[src/rtl/tile_resolver.sv]
`default_nettype none
// ============================================================================
//  Module   : tile_resolver
//  Purpose  : Reads a finished tile back from the tile buffer in raster order,
//             composites every pixel over a latched background colour,
//             converts the u0.10 channels to 8 bits and streams the pixels
//             with their screen coordinates over a valid/ready handshake.
//             Each tile word can optionally be zeroed right after it is read.
//
//  Ports    : clk, reset_n        clock, synchronous active-low reset
//             start               begin a resolve (accepted only when idle)
//             tile_px, tile_py    tile origin in pixels, latched on start
//             bg_r, bg_g, bg_b    background colour, latched on start
//             clear_en            zero each word after reading, latched
//             busy, done          activity flag and completion pulse
//             tb_rd_addr/_data    tile buffer read port (1-cycle latency)
//             tb_wr_addr/_data/_en tile buffer clear port
//             out_valid/_ready    output pixel handshake
//             out_x, out_y, out_rgb  pixel coordinates and {B,G,R} colour
//
//  Revision : 1.0  initial release
// ============================================================================
module tile_resolver #(
    parameter int TILE_W     = 32,
    parameter int TILE_H     = 32,
    parameter int FIFO_DEPTH = 4
) (
    input  logic                                 clk,
    input  logic                                 reset_n,
    input  logic                                 start,
    input  logic [15:0]                          tile_px,
    input  logic [15:0]                          tile_py,
    input  logic [7:0]                           bg_r,
    input  logic [7:0]                           bg_g,
    input  logic [7:0]                           bg_b,
    input  logic                                 clear_en,
    output logic                                 busy,
    output logic                                 done,
    output logic [$clog2(TILE_W*TILE_H)-1:0]     tb_rd_addr,
    input  logic [63:0]                          tb_rd_data,
    output logic [$clog2(TILE_W*TILE_H)-1:0]     tb_wr_addr,
    output logic [63:0]                          tb_wr_data,
    output logic                                 tb_wr_en,
    output logic                                 out_valid,
    input  logic                                 out_ready,
    output logic [15:0]                          out_x,
    output logic [15:0]                          out_y,
    output logic [23:0]                          out_rgb
);

    // ------------------------------------------------------------------
    // Derived constants
    // ------------------------------------------------------------------
    localparam int TXW  = $clog2(TILE_W);
    localparam int TYW  = $clog2(TILE_H);
    localparam int AW   = TXW + TYW;
    localparam int NPIX = TILE_W * TILE_H;
    localparam int PW   = $clog2(FIFO_DEPTH);
    localparam int CW   = $clog2(FIFO_DEPTH + 1);
    localparam int FW   = 56;                      // {x[15:0], y[15:0], rgb[23:0]}

    localparam logic [AW-1:0]   C_LAST_ADDR    = AW'(NPIX - 1);
    localparam logic [PW-1:0]   C_LAST_SLOT    = PW'(FIFO_DEPTH - 1);
    localparam logic [CW+1:0]   C_CREDIT_LIMIT = (CW + 2)'(FIFO_DEPTH);
    localparam logic [9:0]      C_CH_MAX       = 10'h3FF;

    typedef enum logic [1:0] {
        S_IDLE  = 2'd0,
        S_RUN   = 2'd1,
        S_DRAIN = 2'd2,
        S_DONE  = 2'd3
    } state_t;

    // ------------------------------------------------------------------
    // Per-channel arithmetic
    // ------------------------------------------------------------------
    // Out-of-range u0.10 values (anything at or above 1.0) clamp to 1023.
    function automatic logic [9:0] clamp10(input logic [15:0] v);
        return (|v[15:10]) ? C_CH_MAX : v[9:0];
    endfunction

    // c + bg * (1 - a), with c and a already clamped; bg is widened to
    // 10 bits by a left shift, so 0xFF maps to 1020 rather than 1023.
    function automatic logic [7:0] blend(input logic [9:0] c,
                                         input logic [9:0] a,
                                         input logic [7:0] bg);
        logic [10:0] rem;
        logic [20:0] prod;
        logic [10:0] sum;
        logic [9:0]  sat;
        rem  = 11'd1024 - {1'b0, a};
        prod = 21'({bg, 2'b00}) * 21'(rem);
        sum  = {1'b0, c} + prod[20:10];
        sat  = sum[10] ? C_CH_MAX : sum[9:0];
        return sat[9:2];
    endfunction

    // ------------------------------------------------------------------
    // State
    // ------------------------------------------------------------------
    state_t          state_q, state_d;
    logic [AW-1:0]   ptr_q, ptr_d;             // next address to issue

    // Latched job parameters
    logic [15:0]     px_q, py_q;
    logic [7:0]      bgr_q, bgg_q, bgb_q;
    logic            clr_q;

    // Stage 0: address on the read port
    logic            s0_vld_q;
    logic [AW-1:0]   rd_addr_q;
    // Stage 1: read data valid on tb_rd_data this cycle
    logic            s1_vld_q;
    logic [AW-1:0]   s1_addr_q;
    // Stage 2: captured channels, composited combinationally
    logic            s2_vld_q;
    logic [9:0]      s2_r_q, s2_g_q, s2_b_q, s2_a_q;
    logic [15:0]     s2_x_q, s2_y_q;

    // Output FIFO
    logic [FW-1:0]   fifo_q [FIFO_DEPTH];
    logic [PW-1:0]   wp_q, rp_q;
    logic [CW-1:0]   cnt_q;

    // Combinational
    logic            w_issue;
    logic [AW-1:0]   w_issue_addr;
    logic            w_push;
    logic            w_pop;
    logic [CW+1:0]   w_pending;
    logic            w_credit_ok;
    logic            w_drained;
    logic [23:0]     w_rgb;
    logic [TXW-1:0]  w_tx;
    logic [TYW-1:0]  w_ty;

    // ------------------------------------------------------------------
    // Flow control
    // ------------------------------------------------------------------
    assign w_push = s2_vld_q;
    assign w_pop  = (cnt_q != '0) && out_ready;

    // Everything issued but not yet popped. A pop in this cycle frees its
    // slot at the same edge the new read is issued, which keeps the stream
    // at one pixel per clock while the FIFO can still never overflow.
    assign w_pending = (CW + 2)'(cnt_q)
                     + (CW + 2)'(s0_vld_q)
                     + (CW + 2)'(s1_vld_q)
                     + (CW + 2)'(s2_vld_q)
                     - (CW + 2)'(w_pop);
    assign w_credit_ok = (w_pending < C_CREDIT_LIMIT);

    // Empty once the pipeline is idle and the last FIFO entry leaves now.
    assign w_drained = !s0_vld_q && !s1_vld_q && !s2_vld_q &&
                       ((cnt_q == '0) || ((cnt_q == CW'(1)) && w_pop));

    // ------------------------------------------------------------------
    // Controller
    // ------------------------------------------------------------------
    always_ff @(posedge clk) begin
        if (!reset_n) begin
            state_q <= S_IDLE;
            ptr_q   <= '0;
        end else begin
            state_q <= state_d;
            ptr_q   <= ptr_d;
        end
    end

    always_comb begin
        state_d      = state_q;
        ptr_d        = ptr_q;
        w_issue      = 1'b0;
        w_issue_addr = ptr_q;
        case (state_q)
            S_IDLE: begin
                // Address 0 goes out straight away; the pipeline and FIFO
                // are always empty here.
                if (start) begin
                    state_d      = S_RUN;
                    w_issue      = 1'b1;
                    w_issue_addr = '0;
                    ptr_d        = AW'(1);
                end
            end
            S_RUN: begin
                if (w_credit_ok) begin
                    w_issue = 1'b1;
                    ptr_d   = ptr_q + 1'b1;
                    if (ptr_q == C_LAST_ADDR) begin
                        state_d = S_DRAIN;
                    end
                end
            end
            S_DRAIN: begin
                if (w_drained) begin
                    state_d = S_DONE;
                end
            end
            S_DONE: begin
                state_d = S_IDLE;
            end
            default: begin
                state_d = S_IDLE;
            end
        endcase
    end

    assign busy = (state_q != S_IDLE);
    assign done = (state_q == S_DONE);

    // ------------------------------------------------------------------
    // Job parameter latch
    // ------------------------------------------------------------------
    always_ff @(posedge clk) begin
        if (!reset_n) begin
            px_q  <= '0;
            py_q  <= '0;
            bgr_q <= '0;
            bgg_q <= '0;
            bgb_q <= '0;
            clr_q <= 1'b0;
        end else if ((state_q == S_IDLE) && start) begin
            px_q  <= tile_px;
            py_q  <= tile_py;
            bgr_q <= bg_r;
            bgg_q <= bg_g;
            bgb_q <= bg_b;
            clr_q <= clear_en;
        end
    end

    // ------------------------------------------------------------------
    // Read / capture pipeline
    // ------------------------------------------------------------------
    assign w_tx = s1_addr_q[TXW-1:0];
    assign w_ty = s1_addr_q[AW-1:TXW];

    always_ff @(posedge clk) begin
        if (!reset_n) begin
            s0_vld_q  <= 1'b0;
            rd_addr_q <= '0;
            s1_vld_q  <= 1'b0;
            s1_addr_q <= '0;
            s2_vld_q  <= 1'b0;
            s2_r_q    <= '0;
            s2_g_q    <= '0;
            s2_b_q    <= '0;
            s2_a_q    <= '0;
            s2_x_q    <= '0;
            s2_y_q    <= '0;
        end else begin
            s0_vld_q <= w_issue;
            if (w_issue) begin
                rd_addr_q <= w_issue_addr;
            end

            s1_vld_q <= s0_vld_q;
            if (s0_vld_q) begin
                s1_addr_q <= rd_addr_q;
            end

            s2_vld_q <= s1_vld_q;
            if (s1_vld_q) begin
                s2_r_q <= clamp10(tb_rd_data[15:0]);
                s2_g_q <= clamp10(tb_rd_data[31:16]);
                s2_b_q <= clamp10(tb_rd_data[47:32]);
                s2_a_q <= clamp10(tb_rd_data[63:48]);
                s2_x_q <= px_q + 16'(w_tx);
                s2_y_q <= py_q + 16'(w_ty);
            end
        end
    end

    assign tb_rd_addr = rd_addr_q;

    // The clear lands in the same cycle the data is on the read port, so a
    // word is zeroed only after its contents have been sampled.
    assign tb_wr_en   = s1_vld_q & clr_q;
    assign tb_wr_addr = s1_addr_q;
    assign tb_wr_data = '0;

    // ------------------------------------------------------------------
    // Composite
    // ------------------------------------------------------------------
    assign w_rgb = {blend(s2_b_q, s2_a_q, bgb_q),
                    blend(s2_g_q, s2_a_q, bgg_q),
                    blend(s2_r_q, s2_a_q, bgr_q)};

    // ------------------------------------------------------------------
    // Output FIFO
    // ------------------------------------------------------------------
    always_ff @(posedge clk) begin
        if (!reset_n) begin
            for (int i = 0; i < FIFO_DEPTH; i++) begin
                fifo_q[i] <= '0;
            end
            wp_q  <= '0;
            rp_q  <= '0;
            cnt_q <= '0;
        end else begin
            if (w_push) begin
                fifo_q[wp_q] <= {s2_x_q, s2_y_q, w_rgb};
                wp_q         <= (wp_q == C_LAST_SLOT) ? '0 : wp_q + 1'b1;
            end
            if (w_pop) begin
                rp_q <= (rp_q == C_LAST_SLOT) ? '0 : rp_q + 1'b1;
            end
            cnt_q <= cnt_q + CW'(w_push) - CW'(w_pop);
        end
    end

    // The head entry is held until popped, so a stalled output is stable.
    assign out_valid = (cnt_q != '0);
    assign out_x     = fifo_q[rp_q][55:40];
    assign out_y     = fifo_q[rp_q][39:24];
    assign out_rgb   = fifo_q[rp_q][23:0];

endmodule
`default_nettype wire

[config.mk]
export PLATFORM = sky130hd
export DESIGN_NAME = tile_resolver
export DESIGN_NICKNAME = d
export VERILOG_FILES = /design/src/rtl/tile_resolver.sv
export SDC_FILE = /design/constraint.sdc
export NUM_CORES = 1
export LEC_CHECK = 0
export CAP_MARGIN = 20
export CORE_MARGIN = 1.5
export CORE_UTILIZATION = 59
export CTS_CLUSTER_SIZE = 28
export DETAILED_ROUTE_END_ITERATION = 12
export GPL_ROUTABILITY_DRIVEN = 0
export PLACE_DENSITY = 0.82
export SLEW_MARGIN = 10
export SYNTH_ARGS = -nofsm -noshare
export SYNTH_HDL_FRONTEND = slang
export SYNTH_SLANG_ARGS = --single-unit
[constraint.sdc]
create_clock -name clk -period 8.4 [get_ports clk]
set_clock_uncertainty 0.1 [all_clocks]
set_input_delay 1.26 -clock clk [delete_from_list [all_inputs] [get_ports clk]]
set_output_delay 1.26 -clock clk [all_outputs]
set_load 0.01 [all_outputs]
Word-level counts from Yosys, hierarchy flattened
Memory sizes are Yosys's and may differ from the RTL's. A register that Yosys moved wholly into a read port is not among the register bits.
Cells that the tools add are included.
- register bits after elaboration: 171
- memory bits (writable): 224
- input port bits: 125
- output and inout port bits: 144
- logic and storage cells: 107
- memories kept: 1
- add/sub/neg operators: 15
- $mul: 3
- $lt $le $gt $ge: 1
- equal/unequal tests: 11
- multiplexer cells: 31
- bitwise operators: 1
- reductions and logical operators: 22
- memories (memory ; depth ; bits a word ; read ports ; clocked after memory_dff ; write ports ; RTL line ; RTL):
    fifo_q ; 4 ; 56 ; 1 ; 1 ; 4 ; 121 ; logic [FW-1:0] fifo_q [FIFO_DEPTH];
- operator list (operator ; number):
    10-bit two-way mux ; 11
    8-bit by 11-bit multiplier with 19-bit output ; 3
    56-bit two-way mux ; 1
    56-bit OR reduction ; 1
    10-bit by 11-bit adder with 11-bit output ; 3
    16-bit by 5-bit adder with 16-bit output ; 2
    6-bit OR reduction ; 4
    10-bit one-hot mux with 2 select lines ; 1
    2-bit two-way mux ; 9
    11-bit by 10-bit subtractor with 11-bit output, first input constant ; 1
    10-bit by 1-bit adder with 10-bit output, second input constant ; 1
    10-bit == test, second input constant ; 1
    2-bit == test, second input constant ; 4
    2-bit inequality test, second input constant ; 4
    2-bit one-hot mux with 4 select lines ; 1
    1-bit two-way mux ; 7
    1-bit logical AND ; 6
    4-bit by 1-bit adder with 5-bit output ; 1
    5-bit by 1-bit adder with 5-bit output ; 1
    5-bit by 3-bit < comparator with 1-bit output, second input constant ; 1
    5-bit by 1-bit subtractor with 5-bit output ; 1
    2-bit by 1-bit adder with 2-bit output, second input constant ; 2
    3-bit by 1-bit adder with 4-bit output ; 1
    4-bit AND reduction ; 1
    13 further kinds ; 16

Depth between registers and ports, before layout
- depth after elaboration: 7
- depth in mapped cells: 33
- gate-level depth less buffers: 30

Least setup slack after synthesis
Ideal clock, no wire load.
- path type: register -> register
- start point: register s2_a_q[0]
- end point: memory fifo_q[1][16] (data pin)
- setup time: 0.270 ns
- arrival time: 6.996 ns
- data required time: 8.030 ns
- setup slack: 1.033 ns
- cell stages (with the launch flop): 33
- buffers on the path: 3
- period minus slack after synthesis: 7.367 ns
- cells stage by stage: dfxtp_1 -> clkbuf_1 -> inv_1 -> ha_1 -> nand2_1 -> xor2_1 -> clkbuf_1 -> nand2_1 -> fa_1 -> fa_1 -> inv_1 -> fa_1 -> inv_1 -> fa_1 -> inv_1 -> ha_1 -> a2111oi_0 -> o21a_1 -> o21ai_0 -> a21oi_1 -> nor2b_1 -> nor2_1 -> xnor2_1 -> ha_1 -> nand2_1 -> o21ai_0 -> or4_1 -> o21ai_0 -> a31oi_1 -> xnor2_1 -> xnor2_1 -> buf_2 -> a21oi_1
- RTL lines (item ; RTL line ; RTL):
    start, declared ; 117 ; logic [9:0] s2_r_q, s2_g_q, s2_b_q, s2_a_q;
    start signal, assigned ; 268 ; s2_a_q <= clamp10(tb_rd_data[63:48]);
    end, declared ; 121 ;

==> flow_metrics.py <==
metrics = {
    "worst_hold_path": {
        "hold_depth": 2,
        "hold_class": "reg2reg",
        "min_to": "clr_q$_SDFFE_PN0P_",
        "min_from": "clr_q$_SDFFE_PN0P_",
    },
    "cells_and_area": {
        "fin_nets": 3171,
        "syn2layout_area_growth_pct": 14.1,
        "postLayoutCellArea_mm2": 0.0304,
        "num_antenna_cells": 0,
        "final_cells": 3344,
        "seq_area_mm2": 0.0102,
        "layout_commonest_cell": "and2_1",
        "final_cell_mix": "and2_1 (278), nand2_1 (245), edfxtp_1 (224)",
        "layout-drive-gt1-share_pct": 7.05,
        "final_util_pct": 68.5,
        "nFillCells": 3194,
        "multi_input_area_mm2": 0.0150,
    },
    "clock_tree": {
        "post_cts_buffers": 0,
        "clkTransAtPathRegs_ns": 0.07,
        "clock_path_buffers": 3,
        "htree_levels": 2,
        "cts_buffers": 41,
        "cts.sinks": 397,
        "root_buffer": "clkbuf_16",
        "clock_latency_ns": 0.57,
        "cts_tree": "yes",
    },
    "timing": {
        "max_slew_margin_pct": 33.3,
        "rsz0062_at_grt": "no",
        "fin_setup_tns_ns": 0,
        "finalSetupViolCount": 0,
        "max_freq_mhz": 126,
        "tightest_slew_ns": 0.996,
        "layout_setup_ws_ns": 0.439,
        "finalCritPeriodShare_pct": 94.8,
        "min_period_ns": 7.96,
        "fin_hold_ws_ns": 0.362,
        "hold_viol": 0,
        "drv_slew": 0,
    },
    "floorplanning": {
        "num_io_pins": 269,
        "die_h_um": 216,
        "initial_utilization_pct": 60.1,
        "rows": 77,
        "die-area_mm2": 0.0465,
        "core_mm2": 0.0444,
        "die-width_um": 216,
    },
    "placed_design": {
        "post_dp_cell_area_mm2": 0.0290,
        "place_inst": 3267,
        "port_buffers": 204,
        "dpl.hpwl_mm": 45.8,
        "post-place-ws_ns": 0.418,
    },
    "power_and_ir_drop": {
        "cellPowerDensity_mw_per_mm2": 266,
        "ir_drop_mv": 0.179,
        "leakage_nw": 13.3,
        "report.power.total_mw": 8.09,
    },
    "synthesis": {
        "synthesis.instances": 2578,
        "yosysSeqAreaShare_pct": 38.2,
        "syn_avg_cell_area_um2": 10.3,
        "synth_edf_count": 224,
        "synth_top_area_share_pct": 25.2,
        "synthFlopType": "edfxtp_1",
        "synth_area_leaders": "edfxtp_1 (25%), dfxtp_1 (13%), fa_1 (12%), ha_1 (7.7%), and2_1 (6.5%)",
        "ys_warn_count": 0,
        "syn-cell-area_mm2": 0.0267,
        "synth_top_area_cell": "edfxtp_1",
        "synth_seq_cells": 397,
        "async_flop_share_pct": 0,
        "synth_cell_types": 71,
    },
    "grt": {
        "grt_usage_pct": 28.2,
        "grt_max_degree": 100,
        "grt_pass1_vias": 20300,
        "grt_pass1_wl_mm": 104,
        "antenna_found_initial": 0,
        "grt-ovfl-total": 0,
    },
    "worst_setup_path": {
        "cp_slowest_stage_delay_ns": 0.54,
        "critPathLaunchType": "register",
        "required_ns": 8.61,
        "crit_fanout": 17,
        "arrival_ns": 8.18,
        "r2r_start": "s2_a_q[0]$_SDFFE_PN0P_",
        "reg2reg_slack_ns": 0.44,
        "reg2reg_depth": 30,
        "crit_slowest_cell": "dfxtp_1",
        "endpoint_kind": "register",
        "r2r-end": "fifo_q[2][3]$_SDFFCE_PN0P_",
        "worstSetupPathType": "reg2reg",
    },
    "routing": {
        "drc": 0,
        "vias_per_cell": 5.79,
        "finalWirelength_mm": 64.7,
        "wl_per_cell_um": 19.4,
        "ant_nets": 0,
        "drt-pass1-iter-count": 6,
        "vias": 19400,
        "drt_iter0_drc": 1659,
    },
    "run": {
        "cap_viol_max_count": 0,
    },
    "status": {
        "status": "complete, no violations",
    },
}
critical path: cells and delay by family (launching register included):
family | cells | cell delay, ns
xor gates and xnor gates | 3 | 0.91
adders and majority gates | 7 | 2.87
AOI/OAI and AO/OA | 8 | 1.99
buffers and inverters | 5 | 0.57
and+or+nand+nor | 7 | 0.72
DFF | 1 | 0.54
layout make-up:
type / count / area share, %
multi-input cells: 1844 / 49.4
flip-flops and latches: 397 / 33.5
repair buffers: 241 / 7.72
clock buffers: 57 / 4.01
well taps: 592 / 2.43
inverters: 194 / 2.39
clock inverters: 19 / 0.481
worst max-delay path by stage:
stage	startpoint	to	slack [ns]	depth (start not counted)
6_report	s2_a_q[0]$_SDFFE_PN0P_	fifo_q[2][3]$_SDFFCE_PN0P_	0.44	30
5_1_grt	s2_a_q[0]$_SDFFE_PN0P_	fifo_q[3][6]$_DFFE_PP_	0.07	30
4_1_cts	s2_a_q[0]$_SDFFE_PN0P_	fifo_q[2][3]$_SDFFCE_PN0P_	0.32	30
3_5_place_dp	s2_a_q[0]$_SDFFE_PN0P_	fifo_q[3][9]$_DFFE_PP_	0.42	26
3_3_place_gp	s2_a_q[0]$_SDFFE_PN0P_	fifo_q[0][20]$_SDFFCE_PN0P_	0.55	30
2_1_floorplan	s2_a_q[0]$_SDFFE_PN0P_	fifo_q[1][16]$_SDFFCE_PN0P_	1.03	32
report_power, final:
part | switching (mW) | leakage [nW] | internal (mW)
sequential | 0.231 | 3.73 | 2.23
combinational | 2.27 | 8.94 | 1.52
clock | 0.788 | 0.668 | 1.05
flip-flops by register name, indices dropped and copies added, names as in the netlist, 3 cells and up, named ones only:
register,cells
bgb_q,8
bgg_q,8
bgr_q,8
cnt_q,3
fifo_q,224
ptr_q,10
px_q,16
py_q,16
s2_a_q,10
s2_b_q,10
s2_g_q,10
s2_r_q,10
s2_x_q,16
s2_y_q,16
tb_rd_addr,10
tb_wr_addr,10
layer usage:
metal / GRT usage, % / share of wire, % / wire length, um / vias up
met4: 10.9 / 3.5 / 2250 / 0
li1: - / - / - / 8906
met5: 0 / 0 / 0 / -
met2: 48.7 / 50 / 32100 / 784
met1: 35.1 / 39 / 25500 / 9523
met3: 5.31 / 7.6 / 4910 / 152
Yosys cell counts (9+ instances only):
cell type  count
nor2_1       147
inv_1        194
nand3_1       19
o21ai_0       84
edfxtp_1     224
fa_1         163
clkbuf_1     129
a31oi_1       16
xor2_1        40
ha_1         164
and2_1       279
or3_1          9
o211a_1       15
nand2b_1      10
buf_1          9
a21oi_1      138
dfxtp_1      173
nor4_1         9
mux4_2        56
a21boi_0      60
buf_4         65
nand2_1      250
xnor2_1       47
nor3_1        22
mux2i_1       26
nor2b_1       36
a21o_1        22
and3_1        70
o21a_1        13
kinds of logic after synthesis:
logic type / synth area share (%)
xor+xnor: 3.07
fa+ha+maj: 19.9
buf+inv: 6.56
other cells: 0.0141
mux: 5.70
simple gates: 16.9
compound gates: 9.63
flops: 38.2
what timing repair did:
item,CTS,global route
resized for setup,0,4
endpoints found under the setup margin,0,52
hold buffers,0,0
Power figures use the tool's default switching activity.
==> RTL edit: new RTL, same settings <==
The 4 states of `state_t` get a one-hot encoding in 4 bits.
--- a/src/rtl/tile_resolver.sv
+++ b/src/rtl/tile_resolver.sv
@@ -65,9 +65,9 @@
     localparam logic [9:0]      C_CH_MAX       = 10'h3FF;
 
-    typedef enum logic [1:0] {
-        S_IDLE  = 2'd0,
-        S_RUN   = 2'd1,
-        S_DRAIN = 2'd2,
-        S_DONE  = 2'd3
+    typedef enum logic [3:0] {
+        S_IDLE  = 4'b0001,
+        S_RUN   = 4'b0010,
+        S_DRAIN = 4'b0100,
+        S_DONE  = 4'b1000
     } state_t;
 
Formal check against the unedited RTL: same outputs for any inputs over 4 cycles, from zero or initial values and one cycle with reset_n low; so few cycles prove little.
==> RTL edit against the unedited design <==
Count of clock-buffer cells in the layout down 2. Design area down 1.9%. Largest cell class unchanged. Sequential share of layout area up 0.76 points. Worst setup slack worse by 3.7 ps. Worst hold slack worse by 4.9 ps. Cell count down 0.81%. Sequential cell count up 2. Wire length down 2.1%. Synthesized area down 1.6%.
Power is not compared: it rests on default switching activity, and its combinational part moved more than twofold at a synthesized area within 25%.
==> RTL edit: results (changes against the unedited design) <==
* Share of final-layout standard cells stronger than drive strength 1 at 6.409% (-0.64 points)
* Starting DRC count in detailed routing at 1650 (-0.54%)
* Critical path arrival at 8180 ps (about the same)
* H-tree lvl count at 2 (unchanged)
* Estimated wirelength of the detail-placed design at 44790 um (-2.3%)
* Status: finished, final reports clean
* Multi-input combinational cell area at 14510 um^2 (-3.6%)
* Capture instance of the worst register-to-register path: fifo_q[2][7]
* Diodes inserted at 10 (+10)
* Worst hold margin at 357.0 ps (-4.855 ps)
* Non-clk bufs at 239 (-0.83%)
* Startpoint of the tightest hold check path: px_q[4]
* Critical-path cell with the highest stage delay: a311oi_1
* Count of cells resized by post-cts repair at 0 (unchanged)
* Hold Crit Endpoint: px_q[4]
* Maximum cell stage delay along the critical path at 590 ps (+50 ps)
* Global Route Usage Sum at 27.67% (-0.54 points)
* Layout multi-input combinational cell count at 1799 (-2.4%)
* Antenna violations before repair at 10 (+10)
* Top post-synthesis cells by area: edfxtp_1 (26%), dfxtp_1 (13%), fa_1 (12%)
* First-pass iteration count of the detailed router at 6 (unchanged)
* Maximum number of pins on one net before global-route repair at 103 (+3.0%)
* Portion of the layout cell area used by non-clock buffers at 7.727% (about the same)
* Clock-pin slew on the worst setup and hold paths at 60 ps
* First-pass GRT wire length at 101300 um (-2.9%)
* Total clock buffers created by CTS at 41 (unchanged)
* Leakage at 13.00 nW
* Number of cells traversed by the worst hold path at 2 (unchanged)
* Number of nets in the final layout at 3132 (-1.2%)
* Vias after detailed routing at 19220 (-0.73%)
* Dominant synthesized flop cell: edfxtp_1
* R2R Setup Slk at 440 ps
* Remaining max-slew budget at the tightest pin at 28.14% (-5.1 points)
* Synth cell types at 69 (-2.8%)
* Sequential cell area fraction in the yosys report at 38.96% (+0.77 points)
* Routed length per instance at 19.10 um (-1.3%)
* Synth cell count leaders: and2_1 (238), nand2_1 (234), edfxtp_1 (224)
* Number of cells traversed by the worst register-to-register path at 28 (-6.7%)
* Number of inverters outside the clock class in the layout at 204 (+5.2%)
* Layout clock buffers at 55 (-3.5%)
* Number of fill cells in the layout at 3262 (+2.1%)
* Maximum fanout along the worst path at 11 (-6)
* Proportion of cell area occupied by registers at 34.29% (+0.76 points)
* Max Root-Sink Buffers at 3 (unchanged)
* Register bit total from synthesis at 399 (+0.50%)
* Clock latency on the worst-skew pair at 590 ps (+20 ps)
* Share of final layout cell area taken by clock buffers and inverters at 4.258% (-0.23 points)
## RTL edit: power by group through the flow
stage	clock network [W]	registers (W)	logic [W]
CTS	0.00175	0.00226	0.00178
global route	0.00183	0.00228	0.00196
detailed placement	0	0.00230	0.00177
global placement	0	0.00230	0.00169
floorplan	0	0.00223	0.00125
finish	0.00174	0.00226	0.00179
## RTL edit: per-stage QoR
| stage | instance area, um^2 | utilization (%) | cells | setup WS (ps) |
|---|---|---|---|---|
| global placement | 28530 | 64.80 | 3231 | 687.6 |
| floorplan | 26490 | - | 2617 | 1073 |
| CTS | 29820 | 67.72 | 3306 | 312.9 |
| global route | 29860 | 67.81 | 3317 | 11.21 |
| detailed placement | 28550 | 64.84 | 3232 | 363.4 |
| finish | 29860 | 67.81 | 3317 | 435.0 |
## RTL edit: logic make-up after synthesis
kind of cell | Yosys count | share of synthesized area [%]
multiplexers | 72 | 5.414
AO/OA/AOI/OAI | 397 | 8.912
AND/OR/NAND/NOR | 847 | 16.42
buffers and inverters | 419 | 6.934
other | 1 | 0.01428
XOR/XNOR | 96 | 3.284
flip-flops | 399 | 38.96
adder cells (fa/ha/maj) | 323 | 20.05
## RTL edit: how the worst max path moves through the flow
stage | startpoint | end | slack [ps] | cells past startpoint
floorplan | s2_a_q[0] | fifo_q[0][11] | 1070 | 30
global placement | s2_a_q[0] | fifo_q[0][11] | 690 | 27
detailed placement | s2_a_q[0] | fifo_q[2][11] | 360 | 27
CTS | s2_a_q[0] | fifo_q[2][7] | 310 | 26
global route | s2_a_q[0] | fifo_q[2][11] | 10 | 28
finish | s2_a_q[0] | fifo_q[2][7] | 440 | 28
## RTL edit: layer usage
layer | global-route usage (%) | part of all wire [%]
met5 | 0 | 0
met4 | 11.18 | 3.7
met3 | 6.055 | 8.3
met2 | 44.94 | 48
met1 | 36.17 | 40
